===== config.mk =====
export PLATFORM = sky130hd
export DESIGN_NAME = pool_stream_engine
export DESIGN_NICKNAME = d
export VERILOG_FILES = /design/src/rtl/pool_pkg.sv /design/src/rtl/pool_window_acc.sv /design/src/rtl/pool_stream_engine.sv
export SDC_FILE = /design/constraint.sdc
export NUM_CORES = 1
export LEC_CHECK = 0
export CORE_MARGIN = 2
export CORE_UTILIZATION = 58
export CTS_CLUSTER_SIZE = 12
export DETAILED_ROUTE_END_ITERATION = 16
export MAX_ROUTING_LAYER = met4
export PLACE_DENSITY = 0.8
export RECOVER_POWER = 100
export SYNTH_ARGS = -nofsm -noshare
export SYNTH_HDL_FRONTEND = slang
export SYNTH_HIERARCHICAL = 1
export SYNTH_SLANG_ARGS = --single-unit

===== constraint.sdc =====
create_clock -name clk -period 5.6 [get_ports clk]
set_input_delay 0.56 -clock clk [delete_from_list [all_inputs] [get_ports clk]]
set_output_delay 0.56 -clock clk [all_outputs]
set_load 0.01 [all_outputs]

===== src/rtl/pool_pkg.sv =====
// Shared types and helpers for the 2-D pooling engine.
package pool_pkg;

    typedef enum logic {
        POOL_MAX = 1'b0,
        POOL_AVG = 1'b1
    } pool_mode_e;

    typedef enum logic [2:0] {
        ST_IDLE     = 3'd0,
        ST_FETCH    = 3'd1,
        ST_DRAIN    = 3'd2,
        ST_EMIT     = 3'd3,
        ST_DONE     = 3'd4,
        ST_WAIT_LOW = 3'd5
    } pool_state_e;

    function automatic int pool_out_dim(input int in_dim, input int k, input int s);
        return (in_dim - k) / s + 1;
    endfunction

    // Counter width that never collapses to zero bits for a count of one.
    function automatic int pool_w(input int n);
        return (n > 1) ? $clog2(n) : 1;
    endfunction

endpackage


===== src/rtl/pool_window_acc.sv =====
// Window accumulator: running signed max, or a widened sum shifted down by log2(K*K).
module pool_window_acc
    import pool_pkg::*;
#(
    parameter int DATA_W = 32,
    parameter int K      = 2
) (
    input  logic              clk,
    input  logic              reset,
    input  logic              acc_en,
    input  logic              init,
    input  logic              mode,
    input  logic [DATA_W-1:0] din,
    output logic [DATA_W-1:0] result
);

    localparam int SH    = 2 * $clog2(K);
    localparam int SUM_W = DATA_W + SH;

    logic signed [DATA_W-1:0] din_s;
    logic signed [DATA_W-1:0] max_q, max_n;
    logic signed [SUM_W-1:0]  sum_q, sum_n;

    assign din_s = din;

    // result already includes the element presented this cycle, so the
    // top can register it on the very cycle the last window element lands.
    always_comb begin
        max_n = max_q;
        sum_n = sum_q;
        if (acc_en) begin
            if (init) begin
                max_n = din_s;
                sum_n = SUM_W'(din_s);
            end else begin
                if (din_s > max_q) max_n = din_s;
                sum_n = sum_q + SUM_W'(din_s);
            end
        end
        result = (mode == POOL_AVG) ? DATA_W'(sum_n >>> SH) : max_n;
    end

    always_ff @(posedge clk or posedge reset) begin
        if (reset) begin
            max_q <= '0;
            sum_q <= '0;
        end else begin
            max_q <= max_n;
            sum_q <= sum_n;
        end
    end

endmodule


===== src/rtl/pool_stream_engine.sv =====
// KxK / stride-S max or average pooling over CH channels, read from a 1-cycle
// latency feature buffer and emitted as a tagged valid/ready stream.
module pool_stream_engine
    import pool_pkg::*;
#(
    parameter int DATA_W = 32,
    parameter int CH     = 32,
    parameter int IN_H   = 14,
    parameter int IN_W   = 14,
    parameter int K      = 2,
    parameter int S      = 2,
    localparam int OUT_H  = pool_out_dim(IN_H, K, S),
    localparam int OUT_W  = pool_out_dim(IN_W, K, S),
    localparam int ADDR_W = $clog2(CH * IN_H * IN_W),
    localparam int CH_W   = pool_w(CH),
    localparam int ROW_W  = pool_w(OUT_H),
    localparam int COL_W  = pool_w(OUT_W)
) (
    input  logic              clk,
    input  logic              reset,
    input  logic              start,
    input  logic              mode,
    output logic              busy,
    output logic              done,
    output logic              rd_en,
    output logic [ADDR_W-1:0] rd_addr,
    input  logic [DATA_W-1:0] rd_data,
    output logic              out_valid,
    input  logic              out_ready,
    output logic [DATA_W-1:0] out_data,
    output logic [CH_W-1:0]   out_ch,
    output logic [ROW_W-1:0]  out_row,
    output logic [COL_W-1:0]  out_col,
    output logic [2:0]        dbg_state
);

    localparam int KW = pool_w(K);
    localparam logic [KW-1:0]    K_LAST   = KW'(K - 1);
    localparam logic [CH_W-1:0]  CH_LAST  = CH_W'(CH - 1);
    localparam logic [ROW_W-1:0] ROW_LAST = ROW_W'(OUT_H - 1);
    localparam logic [COL_W-1:0] COL_LAST = COL_W'(OUT_W - 1);

    if (K < 1 || (K & (K - 1)) != 0) begin : g_bad_k
        $error("pool_stream_engine: K must be a power of two");
    end
    if (S < 1) begin : g_bad_s
        $error("pool_stream_engine: S must be at least 1");
    end
    if (K > IN_H || K > IN_W) begin : g_bad_dim
        $error("pool_stream_engine: K exceeds input dimensions");
    end

    pool_state_e       state, state_n;
    logic              start_q, mode_q;
    logic [CH_W-1:0]   c;
    logic [ROW_W-1:0]  row;
    logic [COL_W-1:0]  col;
    logic [KW-1:0]     dy, dx;
    logic              rd_vld_q, first_q;
    logic [DATA_W-1:0] acc_result;
    logic [31:0]       win_y, win_x;
    logic              fetch_last, last_win, start_rise;

    assign fetch_last = (dy == K_LAST) && (dx == K_LAST);
    assign last_win   = (c == CH_LAST) && (row == ROW_LAST) && (col == COL_LAST);
    assign start_rise = start && !start_q;

    assign win_y   = 32'(row) * S + 32'(dy);
    assign win_x   = 32'(col) * S + 32'(dx);
    assign rd_addr = ADDR_W'((32'(c) * IN_H + win_y) * IN_W + win_x);

    always_ff @(posedge clk or posedge reset) begin
        if (reset) state <= ST_IDLE;
        else       state <= state_n;
    end

    // Stream handshake: out_valid rises in EMIT and holds with out_data and
    // tags frozen until a cycle where out_valid && out_ready; that cycle is
    // the transfer and the engine leaves EMIT on the following edge.
    always_comb begin
        state_n   = state;
        busy      = 1'b0;
        done      = 1'b0;
        rd_en     = 1'b0;
        out_valid = 1'b0;
        dbg_state = state;
        case (state)
            ST_IDLE: begin
                if (start_rise) state_n = ST_FETCH;
            end
            ST_FETCH: begin
                busy  = 1'b1;
                rd_en = 1'b1;
                if (fetch_last) state_n = ST_DRAIN;
            end
            ST_DRAIN: begin
                busy    = 1'b1;
                state_n = ST_EMIT;
            end
            ST_EMIT: begin
                busy      = 1'b1;
                out_valid = 1'b1;
                if (out_ready) state_n = last_win ? ST_DONE : ST_FETCH;
            end
            ST_DONE: begin
                done    = 1'b1;
                state_n = ST_WAIT_LOW;
            end
            ST_WAIT_LOW: begin
                if (!start) state_n = ST_IDLE;
            end
            default: state_n = ST_IDLE;
        endcase
    end

    always_ff @(posedge clk or posedge reset) begin
        if (reset) begin
            start_q  <= 1'b0;
            mode_q   <= 1'b0;
            c        <= '0;
            row      <= '0;
            col      <= '0;
            dy       <= '0;
            dx       <= '0;
            rd_vld_q <= 1'b0;
            first_q  <= 1'b0;
            out_data <= '0;
            out_ch   <= '0;
            out_row  <= '0;
            out_col  <= '0;
        end else begin
            start_q  <= start;
            rd_vld_q <= (state == ST_FETCH);
            first_q  <= (state == ST_FETCH) && (dy == '0) && (dx == '0);
            case (state)
                ST_IDLE: begin
                    if (start_rise) begin
                        mode_q <= mode;
                        c      <= '0;
                        row    <= '0;
                        col    <= '0;
                        dy     <= '0;
                        dx     <= '0;
                    end
                end
                ST_FETCH: begin
                    if (dx == K_LAST) begin
                        dx <= '0;
                        dy <= (dy == K_LAST) ? '0 : dy + 1'b1;
                    end else begin
                        dx <= dx + 1'b1;
                    end
                end
                ST_DRAIN: begin
                    out_data <= acc_result;
                    out_ch   <= c;
                    out_row  <= row;
                    out_col  <= col;
                end
                ST_EMIT: begin
                    if (out_ready && !last_win) begin
                        if (col == COL_LAST) begin
                            col <= '0;
                            if (row == ROW_LAST) begin
                                row <= '0;
                                c   <= c + 1'b1;
                            end else begin
                                row <= row + 1'b1;
                            end
                        end else begin
                            col <= col + 1'b1;
                        end
                    end
                end
                default: ;
            endcase
        end
    end

    pool_window_acc #(
        .DATA_W(DATA_W),
        .K     (K)
    ) u_acc (
        .clk   (clk),
        .reset (reset),
        .acc_en(rd_vld_q),
        .init  (first_q),
        .mode  (mode_q),
        .din   (rd_data),
        .result(acc_result)
    );

endmodule


==> flow_summary.yaml <==
timing:
  timing.final.ws_setup_ns: -0.114
  setup_violations: 1
  clock_skew_ns: 0.0120
  rsz0062_at_grt: "yes"
  fmax_ghz: 0.175
  drv_slew: 183
  hold_violations: 0
  maxSlewHeadroom_pct: -148
  finalCriticalPeriod_ns: 5.71
  fin_crit_sh_pct: 102
  worst_pin_slew_ns: 3.71
place:
  portBuffers: 99
  place.gp.congestion: 0.940
  place_hpwl_mm: 19.1
grt:
  gr-total-overflow: 0
  grt_use_total_pct: 30.4
  grt_pass1_vias: 8533
  grt_first_pass_wirelength_mm: 42.7
  grt_antenna_before_repair: 0
  grt_max_degree: 67
floorplanning:
  core_um2: 17100
  start_util_pct: 58.6
  die_area_um2: 18300
  chipHeight_um: 135
  fp.dieW_um: 135
  ioPinCount: 100
  rows: 48
clock_network:
  tritoncts: "built"
  path_clk_slew_ns: 0.06
  clock-sinks: 129
  root_buffer: "clkbuf_16"
  insertion_delay_ns: 0.43
  cts.path.max_buffers: 2
  numCtsBuffers: 17
  htree_levels: 4
logic_synthesis:
  yosysTopAreaCell: "dfrtp_1"
  synth_common_cells: "129 x dfrtp_1, 95 x ha_1, 79 x inv_1"
  synth_top_area_share_pct: 32.2
  synth_fp_nets: 1205
  syn_inst: 1059
  yosys_warnings: 6
  ys_ff_latch: 129
  synthTopCellsByArea: "dfrtp_1 32%, ha_1 12%, mux2_2 7.1%, a21oi_1 3.3%, a21o_1 3.2%"
  ys_async_sr_fraction_pct: 100
  yosysMostFrequentCell: "dfrtp_1"
  netlist_area_um2: 10000
  synth-edff-count: 0
  synth.avg_cell_area_um2: 9.46
  synth_ff_type: "dfrtp_1"
  synth_cell_type_count: 82
  ys_seq_area_share_pct: 32.2
worst_setup_path:
  worst_ep_required_time_ns: 5.04
  reg2reg_depth: 8
  end_kind: "output pin"
  crit_type: "register to output pin"
  cp_max_fo: 4
  startpoint_type: "register"
  cp.arrival_ns: 5.15
route:
  wire_per_inst_um: 19.4
  dr.pass1.iters: 5
  remaining_drc_errors: 0
  drt_iter0_markers: 680
  vias: 8760
  routed_wl_mm: 27.5
  viasPerCell: 6.16
  postRouteAntennaNets: 0
layout:
  area_growth_pct: 21.1
  finalNetCount: 1330
  final_layout_size_suffix_gt1_share_pct: 15.7
  n_antenna_cell: 0
  postLayoutCoreUtil_pct: 70.9
  fillers: 1268
run_status:
  violations: "max-capacitance violations, max-slew violations, negative setup slack"
  status: "finished with violations"
hold_path:
  worstHoldPathCells: 1
  hold_class: "register to register"
flow_run:
  cap_violations: 7
==> path summary, 6_finish.rpt <==
path / slack, ns / from / end
setup / recovery: -0.11 / c[2]$_DFFE_PP0P_ / rd_addr[12]
hold / removal: 0.50 / out_data[13]$_DFFE_PP0P_ / out_data[13]$_DFFE_PP0P_
setup reg to reg: 1.10 / first_q$_DFF_PP0_ / out_data[13]$_DFFE_PP0P_
hold reg to reg: 0.50 / out_data[13]$_DFFE_PP0P_ / out_data[13]$_DFFE_PP0P_
max in group asynchronous: 1.45 / reset / u_acc/max_q[18]$_DFF_PP0_
min in group asynchronous: 1.05 / reset / out_data[8]$_DFFE_PP0P_
==> worst max-delay path, cell delays in order (launching register included) <==
cell and delay (ns):
dfrtp_1 0.44, buf_4 0.17, fa_1 0.58, ha_4 0.24, nor2b_1 0.13, o21a_1 0.18, or3_1 0.35, and2_1 0.21
xor2_1 0.25, buf_4 0.19, xnor2_1 0.12, ha_1 0.29, ha_4 0.31, inv_1 0.06, nor2_1 0.10, nor2_1 0.06
or3_4 0.38, a2111oi_4 0.37, xnor2_1 0.15, buf_2 0.14
==> cells by family after synthesis <==
family                   count (synthesis)  share of synthesized area [%]
AO/OA/AOI/OAI                          309                           21.1
AND/OR/NAND/NOR                        261                           13.1
flip-flops                             129                           32.2
buffers and inverters                  120                           4.98
adder cells (fa/ha/maj)                109                           14.7
multiplexers                            87                           9.99
XOR/XNOR                                44                           3.92
==> final cells by class <==
| cell class | count | area [um2] | area share, % |
|---|---|---|---|
| multi-input combinational | 810 | 6410 | 52.8 |
| sequential | 129 | 3230 | 26.6 |
| timing repair buffer | 146 | 1320 | 10.8 |
| clock buffer | 18 | 439 | 3.62 |
| inverter | 80 | 300 | 2.47 |
| tap | 225 | 282 | 2.32 |
| clock inverter | 14 | 155 | 1.28 |
==> layer usage <==
metal / routed length (um) / track usage, %
met2: 13500 / 49.1
met5: 0 / -
met1: 11500 / 39.6
met3: 1890 / 5.69
met4: 582 / 8.62
==> flip-flops by register name (all words and copies together), names as in the netlist <==
register	cells
start_q	1
c	5
dy	1
first_q	1
rd_vld_q	1
dx	1
out_data	32
out_ch	5
row	3
out_row	3
mode_q	1
u_acc/sum_q	34
col	3
dbg_state	3
out_col	3
u_acc/max_q	32
==> repair_timing <==
action / in CTS / in global routing
gates resized for setup: 18 / 44
hold buffers: 0 / 0
pin swaps: 4 / 16
hold endpoints to repair: 0 / 0
setup buffers: 1 / 6
endpoints found under the setup margin: 6 / 7
==> stage by stage <==
| step | hold WS [ns] | std cells | TNS [ns] | worst slack, ns | cell area [um2] |
|---|---|---|---|---|---|
| finish | 0.498 | 1422 | -0.114 | -0.114 | 12100 |
| global route | 0.509 | 1422 | -0.597 | -0.247 | 12100 |
| CTS | 0.509 | 1416 | -0.204 | -0.204 | 12000 |
| detailed placement | 0.495 | 1383 | -0.155 | -0.155 | 11400 |
| global placement | 0.489 | 1383 | -0.0170 | -0.0170 | 11400 |
| floorplan | 0.473 | 1059 | 0 | 0.306 | 10000 |
==> layout by cell type, fill, tap and decap left out, drive strengths merged, types with 33 or more instances in the layout <==
cell type,instances
a21oi,71
inv,90
a21o,44
nor2,75
mux2,74
dfrtp,129
clkdlybuf4s50,33
nand2,69
o21ai,91
dlygate4sd3,60
ha,95
buf,44
Power is left out: the tool's default activity adds up to more than one toggle a clock period on the data nets, which glitch-free logic cannot reach.
==> edit, RTL diff (same flow settings) <==
`IN_W`: 14 -> 7.
--- a/src/rtl/pool_stream_engine.sv
+++ b/src/rtl/pool_stream_engine.sv
@@ -6,7 +6,7 @@
     parameter int DATA_W = 32,
     parameter int CH     = 32,
     parameter int IN_H   = 14,
-    parameter int IN_W   = 14,
+    parameter int IN_W   = 7,
     parameter int K      = 2,
     parameter int S      = 2,
     localparam int OUT_H  = pool_out_dim(IN_H, K, S),
Interface: changed (resized out_col and rd_addr); port bits go from 100 to 98. No check against the original RTL was run, so the function may have changed too.
==> edit against the original RTL <==
Worst hold slack improved by 0.0016 ns. Routed wire length decreased by 4.5%. Highest routed layer unchanged. Non-clock buffer count is 17 lower. Setup slack better by 0.27 ns. Count of clock-buffer cells in the layout grew 4. Sequential cell count decreased by 2. Fmax up 5.1%. Design area decreased by 2.5%. The run ends with max-capacitance violations, max-slew violations left. Synthesized area is 0.52% lower.
Power is not shown: default switching activity piles up to over one toggle a cycle in this logic, so the estimate is an artifact.
==> edit: results (changes against the original RTL) <==
Setup path
  • Flop-to-flop setup slack: 0.62 ns (-0.48 ns)
  • Critical path arrival: 4.88 ns (-0.27 ns)
  • Crit Reg-Reg Startpoint: dbg_state[1]$_DFFE_PP0P_
  • Critical Path Start: c[1]$_DFFE_PP0P_
  • Largest fanout on the critical path: 4 (unchanged)
  • Worst path slowest cell: fa_2
  • Family with the most delay on the worst path: adder cells
  • CP max stage delay: ~0.57 ns

Status
  • Status: finished with violations
  • Violated checks: max-capacitance violations, max-slew violations

Routing
  • DRT Wirelength: 26.3 mm (-4.5%)
  • Initial DRC Count: 758 (+11%)
  • Post-DR vias/cell: 6.14 (-0.39%)
  • Met2 WL post-DR: 12.1 mm (-11%)
  • Drt wl/cell: 18.9 um (-2.4%)
  • Met1 WL: 12.0 mm (+4.4%)
  • Met3 WL: 1.59 mm (-16%)
  • DR top layer: met4

Final layout
  • Fin nets: 1309 (-1.6%)
  • Proportion of layout cells with a drive suffix above 1: 0.145 (-0.0119)
  • Filler Cells Inserted: 1286 (+1.4%)

Logic synthesis
  • Synth top area cells: dfrtp_1 32%, ha_1 13%, mux2_2 7.0%
  • Post-synthesis cell type count: 85 (+3.7%)
  • Syn nets: 1201 (-0.33%)
  • Synth warn: 6 (unchanged)
  • Synth Instances: 1050 (-0.85%)
  • Ys async rst share: 1.00 (unchanged)
  • Register area share after synthesis: 0.319 (-0.00332)
  • Dominant synthesized flop cell: dfrtp_1
  • Synth top cells by count: 127 x dfrtp_1, 101 x ha_1, 79 x inv_1

Place
  • GPL Wtd Cong: 0.939 (-0.16%)
  • HPWL Detailed: 18.1 mm (-5.0%)
  • Post-place setup slack: 0.00250 ns (+0.157 ns)
  • Inst Count DP: 1351 (-2.3%)
  • Buffers on Ports: 97 (-2.0%)

Clock tree
  • Root Driver: clkbuf_16
  • H-tree depth: 4 (unchanged)
  • Clock transition at the registers of the reported paths: 0.06 ns (about the same)
  • Clock Latency Late Sink: 0.42 ns

Global route
  • GRT Total Usage: 0.305 (+0.000382)
  • Vias in the first global route: 8431 (-1.2%)
  • Initial antenna violation count: 0 (unchanged)
  • Global-route wire length before repair: 42.9 mm (+0.45%)

Timing
  • Minimum clock period: 5.44 ns (-0.275 ns)
  • Fin. max-slew vios: 197 (+7.7%)
  • Relative slew slack: -1.65 (-0.176)
  • Worst Skew: 0.00897 ns (-0.00298 ns)

Min path
  • Hold path startpoint: out_data[5]$_DFFE_PP0P_
  • Hold Path Class: reg -> reg

Flow run
  • Maxcap violations: 4 (-3)
[edit: cells by family (layout without fill, tap and decap cells)]
logic type,Yosys count,count (layout),share of synthesized area
DFF,127,127,0.319
adders and majority gates,114,114,0.153
buffers and inverters,121,242,0.0503
muxes,86,86,0.0993
xor gates and xnor gates,45,45,0.0437
AOI/OAI and AO/OA,308,308,0.213
and+or+nand+nor,249,249,0.122
[edit: path summary, 6_finish.rpt]
kind | to | cells past startpoint
setup / recovery | rd_addr[7] | 16
hold / removal | out_data[5]$_DFFE_PP0P_ | 1
setup reg to reg | out_ch[3]$_DFFE_PP0P_ | 3
hold reg to reg | out_data[5]$_DFFE_PP0P_ | 1
max in group asynchronous | u_acc/sum_q[32]$_DFF_PP0_ | 3
min in group asynchronous | out_data[6]$_DFFE_PP0P_ | 3
[edit: cell type report]
| type | instances | share of cell area |
|---|---|---|
| Inverter | 81 | 0.0257 |
| Clock inverter | 10 | 0.0116 |
| Tap cell | 220 | 0.0233 |
| Sequential cell | 127 | 0.269 |
| Timing Repair Buffer | 129 | 0.100 |
| Clock buffer | 22 | 0.0384 |
| Multi-Input combinational cell | 802 | 0.532 |
[edit: timing repair]
action                                  in CTS  in global routing
gates resized for setup                     16                 21
setup buffers                                4                  4
endpoints found under the setup margin       5                  6
pin swaps                                    3                  5
[edit: per-layer routing]
layer  global-route usage  vias to the layer above
met5                    -                        -
met4               0.0903                        0
met3               0.0480                       52
met2                0.472                      359
met1                0.417                     4086
li1                     -                     4039
[edit: metrics by stage]
step / TNS [ns] / hold slack, ns / util / cell area, um2
final: 0 / 0.499 / 0.709 / 11800
after detailed placement: 0 / 0.494 / 0.671 / 11200
after global placement: 0 / 0.489 / 0.671 / 11200
after floorplan: 0 / 0.472 / - / 9970
after CTS: 0 / 0.507 / 0.712 / 11900
after global routing: -0.175 / 0.514 / 0.709 / 11800
